===== src/rtl/coincidence_counter.sv =====
// Multi-channel MPPC hit counter with a windowed coincidence detector.
// Live counters are snapshotted into shadow registers for a registered readout mux.
module coincidence_counter #(
  parameter int WINDOW_CYCLES = 8,
  parameter int CNT_W         = 16
) (
  input  logic             CLK,
  input  logic             RST,
  input  logic [7:0]       CH_IN,
  input  logic [7:0]       CH_MASK,
  input  logic             SNAP,
  input  logic [3:0]       RD_SEL,
  output logic [CNT_W-1:0] RD_DATA,
  output logic             SNAP_DONE,
  output logic             COINC,
  output logic [7:0]       HIT
);

  localparam logic [CNT_W-1:0] CNT_MAX    = {CNT_W{1'b1}};
  localparam logic [CNT_W-1:0] CNT_ONE    = {{(CNT_W-1){1'b0}}, 1'b1};
  localparam logic [7:0]       TIMER_LOAD = 8'(WINDOW_CYCLES - 1);

  typedef enum logic [1:0] {
    IDLE    = 2'd0,
    OPEN    = 2'd1,
    HOLDOFF = 2'd2
  } state_t;

  logic [7:0] sync1_reg;
  logic [7:0] sync2_reg;
  logic [7:0] prev_reg;
  logic [7:0] hit_reg;

  state_t     state_reg, state_next;
  logic [7:0] mask_reg, mask_next;
  logic [7:0] seen_reg, seen_next;
  logic [7:0] timer_reg, timer_next;
  logic       coinc_reg, coinc_next;

  logic             snap_done_reg;
  logic [CNT_W-1:0] rd_data_reg, rd_data_next;

  logic [8:0]                  inc;
  logic [8:0][CNT_W-1:0]       live_all;
  logic [8:0][CNT_W-1:0]       shadow_all;

  // Flops preset to 1 so a channel already high at reset release is not seen as an edge.
  always_ff @(posedge CLK) begin
    if (RST) begin
      sync1_reg <= 8'hFF;
      sync2_reg <= 8'hFF;
      prev_reg  <= 8'hFF;
      hit_reg   <= 8'h00;
    end else begin
      sync1_reg <= CH_IN;
      sync2_reg <= sync1_reg;
      prev_reg  <= sync2_reg;
      hit_reg   <= sync2_reg & ~prev_reg;
    end
  end

  always_ff @(posedge CLK) begin
    if (RST) begin
      state_reg <= IDLE;
      mask_reg  <= 8'h00;
      seen_reg  <= 8'h00;
      timer_reg <= 8'h00;
      coinc_reg <= 1'b0;
    end else begin
      state_reg <= state_next;
      mask_reg  <= mask_next;
      seen_reg  <= seen_next;
      timer_reg <= timer_next;
      coinc_reg <= coinc_next;
    end
  end

  // Completion is judged on the registered seen set, so it outranks the timer expiring.
  always_comb begin
    state_next = state_reg;
    mask_next  = mask_reg;
    seen_next  = seen_reg;
    timer_next = timer_reg;
    coinc_next = 1'b0;
    case (state_reg)
      IDLE: begin
        if ((CH_MASK != 8'h00) && ((hit_reg & CH_MASK) != 8'h00)) begin
          state_next = OPEN;
          mask_next  = CH_MASK;
          seen_next  = hit_reg & CH_MASK;
          timer_next = TIMER_LOAD;
        end
      end
      OPEN: begin
        seen_next = seen_reg | (hit_reg & mask_reg);
        if (seen_reg == mask_reg) begin
          coinc_next = 1'b1;
          state_next = HOLDOFF;
        end else if (timer_reg == 8'h00) begin
          state_next = IDLE;
        end else begin
          timer_next = timer_reg - 8'd1;
        end
      end
      HOLDOFF: begin
        if ((sync2_reg & mask_reg) == 8'h00) begin
          state_next = IDLE;
        end
      end
      default: state_next = IDLE;
    endcase
  end

  assign inc = {coinc_reg, hit_reg};

  genvar gi;
  generate
    for (gi = 0; gi < 9; gi++) begin : g_cnt
      logic [CNT_W-1:0] live_reg;
      logic [CNT_W-1:0] shadow_reg;

      // An increment landing on SNAP belongs to the next interval, not the shadow.
      always_ff @(posedge CLK) begin
        if (RST) begin
          live_reg   <= '0;
          shadow_reg <= '0;
        end else if (SNAP) begin
          shadow_reg <= live_reg;
          live_reg   <= inc[gi] ? CNT_ONE : '0;
        end else if (inc[gi] && (live_reg != CNT_MAX)) begin
          live_reg <= live_reg + CNT_ONE;
        end
      end

      assign live_all[gi]   = live_reg;
      assign shadow_all[gi] = shadow_reg;
    end
  endgenerate

  // Bypass the live value on SNAP so RD_DATA already shows the new shadow with SNAP_DONE.
  always_comb begin
    rd_data_next = '0;
    if (RD_SEL <= 4'd8) begin
      rd_data_next = SNAP ? live_all[RD_SEL] : shadow_all[RD_SEL];
    end
  end

  always_ff @(posedge CLK) begin
    if (RST) begin
      rd_data_reg   <= '0;
      snap_done_reg <= 1'b0;
    end else begin
      rd_data_reg   <= rd_data_next;
      snap_done_reg <= SNAP;
    end
  end

  assign RD_DATA   = rd_data_reg;
  assign SNAP_DONE = snap_done_reg;
  assign COINC     = coinc_reg;
  assign HIT       = hit_reg;

endmodule


===== config.mk =====
export PLATFORM = sky130hd
export DESIGN_NAME = coincidence_counter
export DESIGN_NICKNAME = d
export VERILOG_FILES = /design/src/rtl/coincidence_counter.sv
export SDC_FILE = /design/constraint.sdc
export NUM_CORES = 1
export LEC_CHECK = 0
export BUFFER_PORTS_ARGS = -buffer_cell sky130_fd_sc_hd__buf_4
export CORE_MARGIN = 3
export CORE_UTILIZATION = 60
export CTS_CLUSTER_DIAMETER = 200
export CTS_CLUSTER_SIZE = 14
export DETAILED_ROUTE_END_ITERATION = 10
export GPL_ROUTABILITY_DRIVEN = 0
export HOLD_SLACK_MARGIN = 0.15
export PLACE_DENSITY = 0.88
export SLEW_MARGIN = 10
export SYNTH_ARGS = -nofsm -noshare
export SYNTH_HDL_FRONTEND = slang
export SYNTH_SLANG_ARGS = --single-unit

===== constraint.sdc =====
create_clock -name CLK -period 3.55 [get_ports CLK]
set_clock_uncertainty 0.15 [all_clocks]
set_input_delay 0.1775 -clock CLK [delete_from_list [all_inputs] [get_ports CLK]]
set_output_delay 0.1775 -clock CLK [all_outputs]
set_load 0.05 [all_outputs]

[Word-level counts from Yosys, hierarchy flattened]
Index checks and enable logic that the tools add are counted.
Cells by class
  reductions and logical operators: 31
  shifts and indexed selects: 0
  magnitude comparators: 2
  divide/modulo/power cells: 0
  equal/unequal tests: 17
  multiply operators: 0
  bitwise operators: 8
  muxes and demuxes: 44
  add/sub/neg operators: 10
Operators with widths (number)
  2-to-1 mux 16 bit: 21
  adder 16 x 1 -> 16 bit (second input constant): 9
  != test 16 bit (second input constant): 9
  binary-select mux 16 bit (select 4 bit): 2
  AND 8 bit: 4
  2-to-1 mux 8 bit: 4
  one-hot mux 8 bit (2 select lines): 2
  nonzero test 2 bit: 10
  zero test 8 bit: 2
  nonzero test 8 bit: 2
  logical AND 1 bit: 10
  2-to-1 mux 1 bit: 10
  == test 8 bit: 1
  2-to-1 mux 2 bit: 4
  != test 2 bit (second input constant): 4
  NOT 8 bit: 1
  bitwise OR 8 bit: 1
  subtractor 8 x 1 -> 8 bit (second input constant): 1
  one-hot mux 2 bit (3 select lines): 1
  less-than comparator 4 x 5 -> 1 bit (second input constant): 1
  <= comparator 4 bit (second input constant): 1
  AND reduction 2 bit: 2
  AND reduction 4 bit: 1
  OR reduction 2 bit: 2
  other kinds (6): 7
Word-level totals
  memories: 0
  word-level logic and storage cells: 141
  memory bits (writable): 0
  memory bits (read-only): 0
  register bits: 364
  bits in latches: 0
  bits of input ports: 23

[Longest topological paths before layout]
  depth in word-level cells: 5
  mapped depth: 8

[Worst setup path before layout]
No wires, ideal clock.
  path type: register -> register
  from: register hit_reg[6] (netlist: HIT[6])
  to: register mask_reg[5]
  setup slack: 1.408 ns
  arrival: 1.864 ns
  cell stages (with the launch flop): 9
  library setup time: 0.128 ns
  path buffers: 3
  period minus slack after synthesis: 2.142 ns
  required time: 3.272 ns
  cell sequence: dfxtp_1 > clkbuf_1 > nand2_1 > nand4_1 > o21a_1 > buf_2 > buf_2 > mux2i_1 > nor2_1
Between the ends
  cells in the longest elaborated chain, start to end: 4
Ends and longest elaborated chain
  start, declared: RTL line 32  | logic [7:0] hit_reg;
  start signal, assigned: RTL line 58  | hit_reg <= sync2_reg & ~prev_reg;
  AND 8 bit: RTL line 87  | if ((CH_MASK != 8'h00) && ((hit_reg & CH_MASK) != 8'h00)) begin
  nonzero test 8 bit: RTL line 87
  logical AND 1 bit: RTL line 87
  AND reduction 2 bit (no line)
  end signal, assigned: RTL line 71  | mask_reg <= mask_next;
  end, declared: RTL line 35  | logic [7:0] mask_reg, mask_next;
No other way between the ends.
A chain may end at the register's enable or synchronous reset.

[Worst setup path in the final report]
  from: input SNAP
  to: register rd_data_reg[5] (netlist: RD_DATA[5])
Between the ends
  cells in the longest elaborated chain, start to end: 1
Ends and longest elaborated chain
  start, declared: RTL line 11  | input logic SNAP,
  2-to-1 mux 16 bit: RTL line 144  | rd_data_next = SNAP ? live_all[RD_SEL] : shadow_all[RD_SEL];
  end signal, assigned: RTL line 153  | rd_data_reg <= rd_data_next;
  end, declared: RTL line 41  | logic [CNT_W-1:0] rd_data_reg, rd_data_next;
No other way between the ends.

==> out/metrics.csv <==
stage,metric,value,unit
timing,worst_slew_slack_as_a_fraction_of_its_limit,0.207,
synth,synth_async_sr_flop_share,0,
power,share_seq_of_total_power,0.560,
clock_network,cts_max_level,1,
detailed_routing,routedWlPerCell,20.3,um
clock_network,clock_sinks,364,
synth,postSynthAreaPerCell,9.75,um2
final_layout,drive_gt1_frac,0.141,
global_route,grt_first_pass_wirelength,69300,um
timing,fin_tns_setup,0,ns
final_layout,area_delta_synth_final,9.12,%
power,internal-power,5.72,mW
synth,synth_enable_flop_cells,0,
critical_path,cp.required,3.91,ns
die,num_io_pins,49,
timing,achievable-frequency,339,MHz
synth,yosys-top-cells-area,"dfxtp_1 43%, mux2i_1 9.9%, mux4_2 8.4%",
die,floorplan_die_width,173,um
timing,grt_setup_unrepaired,no,
synth,post_synth_most_frequent_cells,"364 x dfxtp_1, 287 x nor2_1, 166 x mux2i_1, 105 x nand2_1, 64 x clkbuf_1",
detailed_routing,dr_total_vias,13500,
global_route,grt_antenna_before_repair,0,
timing,final_setup_viols,0,
synth,synth_top_area_cell,dfxtp_1,
global_route,first_global_vias,13200,
power,clock_power_share,0.382,
power,comb_power_share,0.058,
timing,worst_hold_slack,0.204,ns
final_layout,layout.filler_cells,1975,
power,design_power_total,7.40,mW
status,run_status,finished clean,
synth,synth_warnings,0,
timing,timing_max_transition_violations_final,0,
final_layout,num_antenna_cells,0,
synth,share_of_yosys_cell_area_claimed_by_the_top_area_cell_type,0.433,
synth,synth_most_common_cell,dfxtp_1,
synth,synthesis.nets,1758,
placement,numPortBuffers,48,
die,floorplan.core_area,27300,um2
critical_path,path_max_fanout,43,
power,power.ir.vdd_worst,370,uV
clock_network,postCtsResizedCells,0,
global_route,globalRouteTotalUtil,0.280,
clock_network,cts.repair_timing.setup_buffer_count,0,
detailed_routing,avgViaCountPerCell,6.40,
die,die_outline_area,30100,um2
critical_path,critical_path.endpoint_type,flop,
critical_path,setup_crit_start_kind,primary input,
clock_network,ctsRootBufferMaster,clkbuf_16,
min_path,hp-class,in2reg,
global_route,overflow,0,
clock_network,clock_tree_from_tritoncts,built,
synth,synth_cell_type_count,64,
die,die-height,173,um
synth,postSynth.topFlopCell,dfxtp_1,
critical_path,timing.critical_path.arrival,3.32,ns
detailed_routing,drt_wl_total,42900,um
die,row_count,60,
detailed_routing,drt_first_pass_iters,6,
global_route,grt_max_degree,158,
min_path,worst_hold_depth,3,
flow_run,drv.max_cap_violation_count,0,
power,p_sw_frac,0.226,
clock_network,clock_insertion_delay_worst_skew,0.57,ns
power,power.net_switching,1.67,mW
detailed_routing,number_of_nets_still_failing_antenna_checks_after_routing,0,
timing,final_hold_violation_count,0,
clock_network,clk_pin_slew_worst_paths,0.07,ns
detailed_routing,drt_first_iter_violations,1464,
die,start_util,0.617,
clock_network,max-clock-path-buffers,3,
clock_network,tritoncts.num_buffers,29,
critical_path,r2r_cells,5,
synth,synthesis.instances,1724,
timing,min_period,2.95,ns
critical_path,criticalPathCategory,in2reg,
synth,sequential_area_share_after_synthesis,0.433,
synth,synth-seq-cells,364,
timing,final.period_utilization,0.831,
timing,postLayoutSetupSlackWorst,0.599,ns
timing,worst_pin_slew,1.19,ns
power,power_leakage,6.82,nW
placement,dp_worst_setup_slack,1.16,ns
synth,syn-cell-area,16800,um2
final_layout,finalNetCount,1771,
detailed_routing,detail_route.drc_violations,0,
power,power_per_cell_area,403,nW/um2
placement,dpl.hpwl,29100,um
what timing repair did:
action,in CTS,in global routing
hold buffers,21,0
hold endpoints to repair,114,0
endpoints found under the setup margin,0,0
final timing paths:
check | from | to | slack [ns]
setup / recovery | SNAP | RD_DATA[5] | 0.60
hold / removal | CH_IN[0] | sync1_reg[0] | 0.20
setup reg to reg | HIT[6] | seen_reg[4] | 1.11
hold reg to reg | prev_reg[1] | HIT[1] | 0.24
per-layer routing:
metal,up-vias,track usage,wire (um)
li1,6196,-,-
met1,6521,0.367,17000
met2,634,0.455,19900
met3,138,0.0466,3790
met4,0,0.131,2230
met5,-,0,0
critical path: stages:
cell           delay, ns
dlygate4sd3_1       0.55
clkbuf_8            0.15
inv_1               0.57
nand2_4             0.54
nor2_1              0.25
buf_4               0.27
a22oi_1             0.10
dlygate4sd3_1       0.61
nand2_1             0.06
power by group through the flow:
stage          registers (mW)  clock network (mW)  logic [mW]
2_1_floorplan            4.23                   0       0.303
3_3_place_gp             4.23                   0       0.394
3_5_place_dp             4.23                   0       0.403
4_1_cts                  4.14                2.85       0.423
5_1_grt                  4.14                3.00       0.459
6_report                 4.14                2.83       0.427
logic make-up (layout without fill, tap and decap cells):
logic type / after synthesis / count (layout) / synth area share
simple gates: 683 / 683 / 0.196
flops: 364 / 364 / 0.433
mux: 264 / 264 / 0.208
compound gates: 183 / 183 / 0.0755
buf+inv: 127 / 139 / 0.0312
xor+xnor: 92 / 92 / 0.0479
fa+ha+maj: 11 / 11 / 0.00819
metrics by stage:
| stage | utilization | cell area [um2] | std cells |
|---|---|---|---|
| 6_report | 0.673 | 18300 | 2108 |
| 5_1_grt | 0.673 | 18300 | 2108 |
| 4_1_cts | 0.673 | 18300 | 2108 |
| 3_5_place_dp | 0.639 | 17400 | 2057 |
| 3_3_place_gp | 0.639 | 17400 | 2057 |
| 2_1_floorplan | - | 16800 | 1724 |
cells in the final DEF (no fill, tap or decap), drive strengths merged, types with 39 or more instances in the layout:
| cell | instances |
|---|---|
| a21oi | 39 |
| buf | 69 |
| dfxtp | 364 |
| mux2i | 166 |
| mux4 | 64 |
| nand2 | 105 |
| nand3 | 59 |
| nand4 | 43 |
| nor2 | 288 |
| xor2 | 57 |
final cells by class:
class                      count  area (um2)  area share
clock buffer                  29         726      0.0396
inverter                      18        67.6     0.00368
clock inverter                 1        8.76    0.000477
multi-input combinational   1233        9010       0.491
tap                          372         465      0.0254
timing repair buffer          91         783      0.0427
sequential                   364        7290       0.397
No activity file was read; power rests on OpenSTA's default activity.
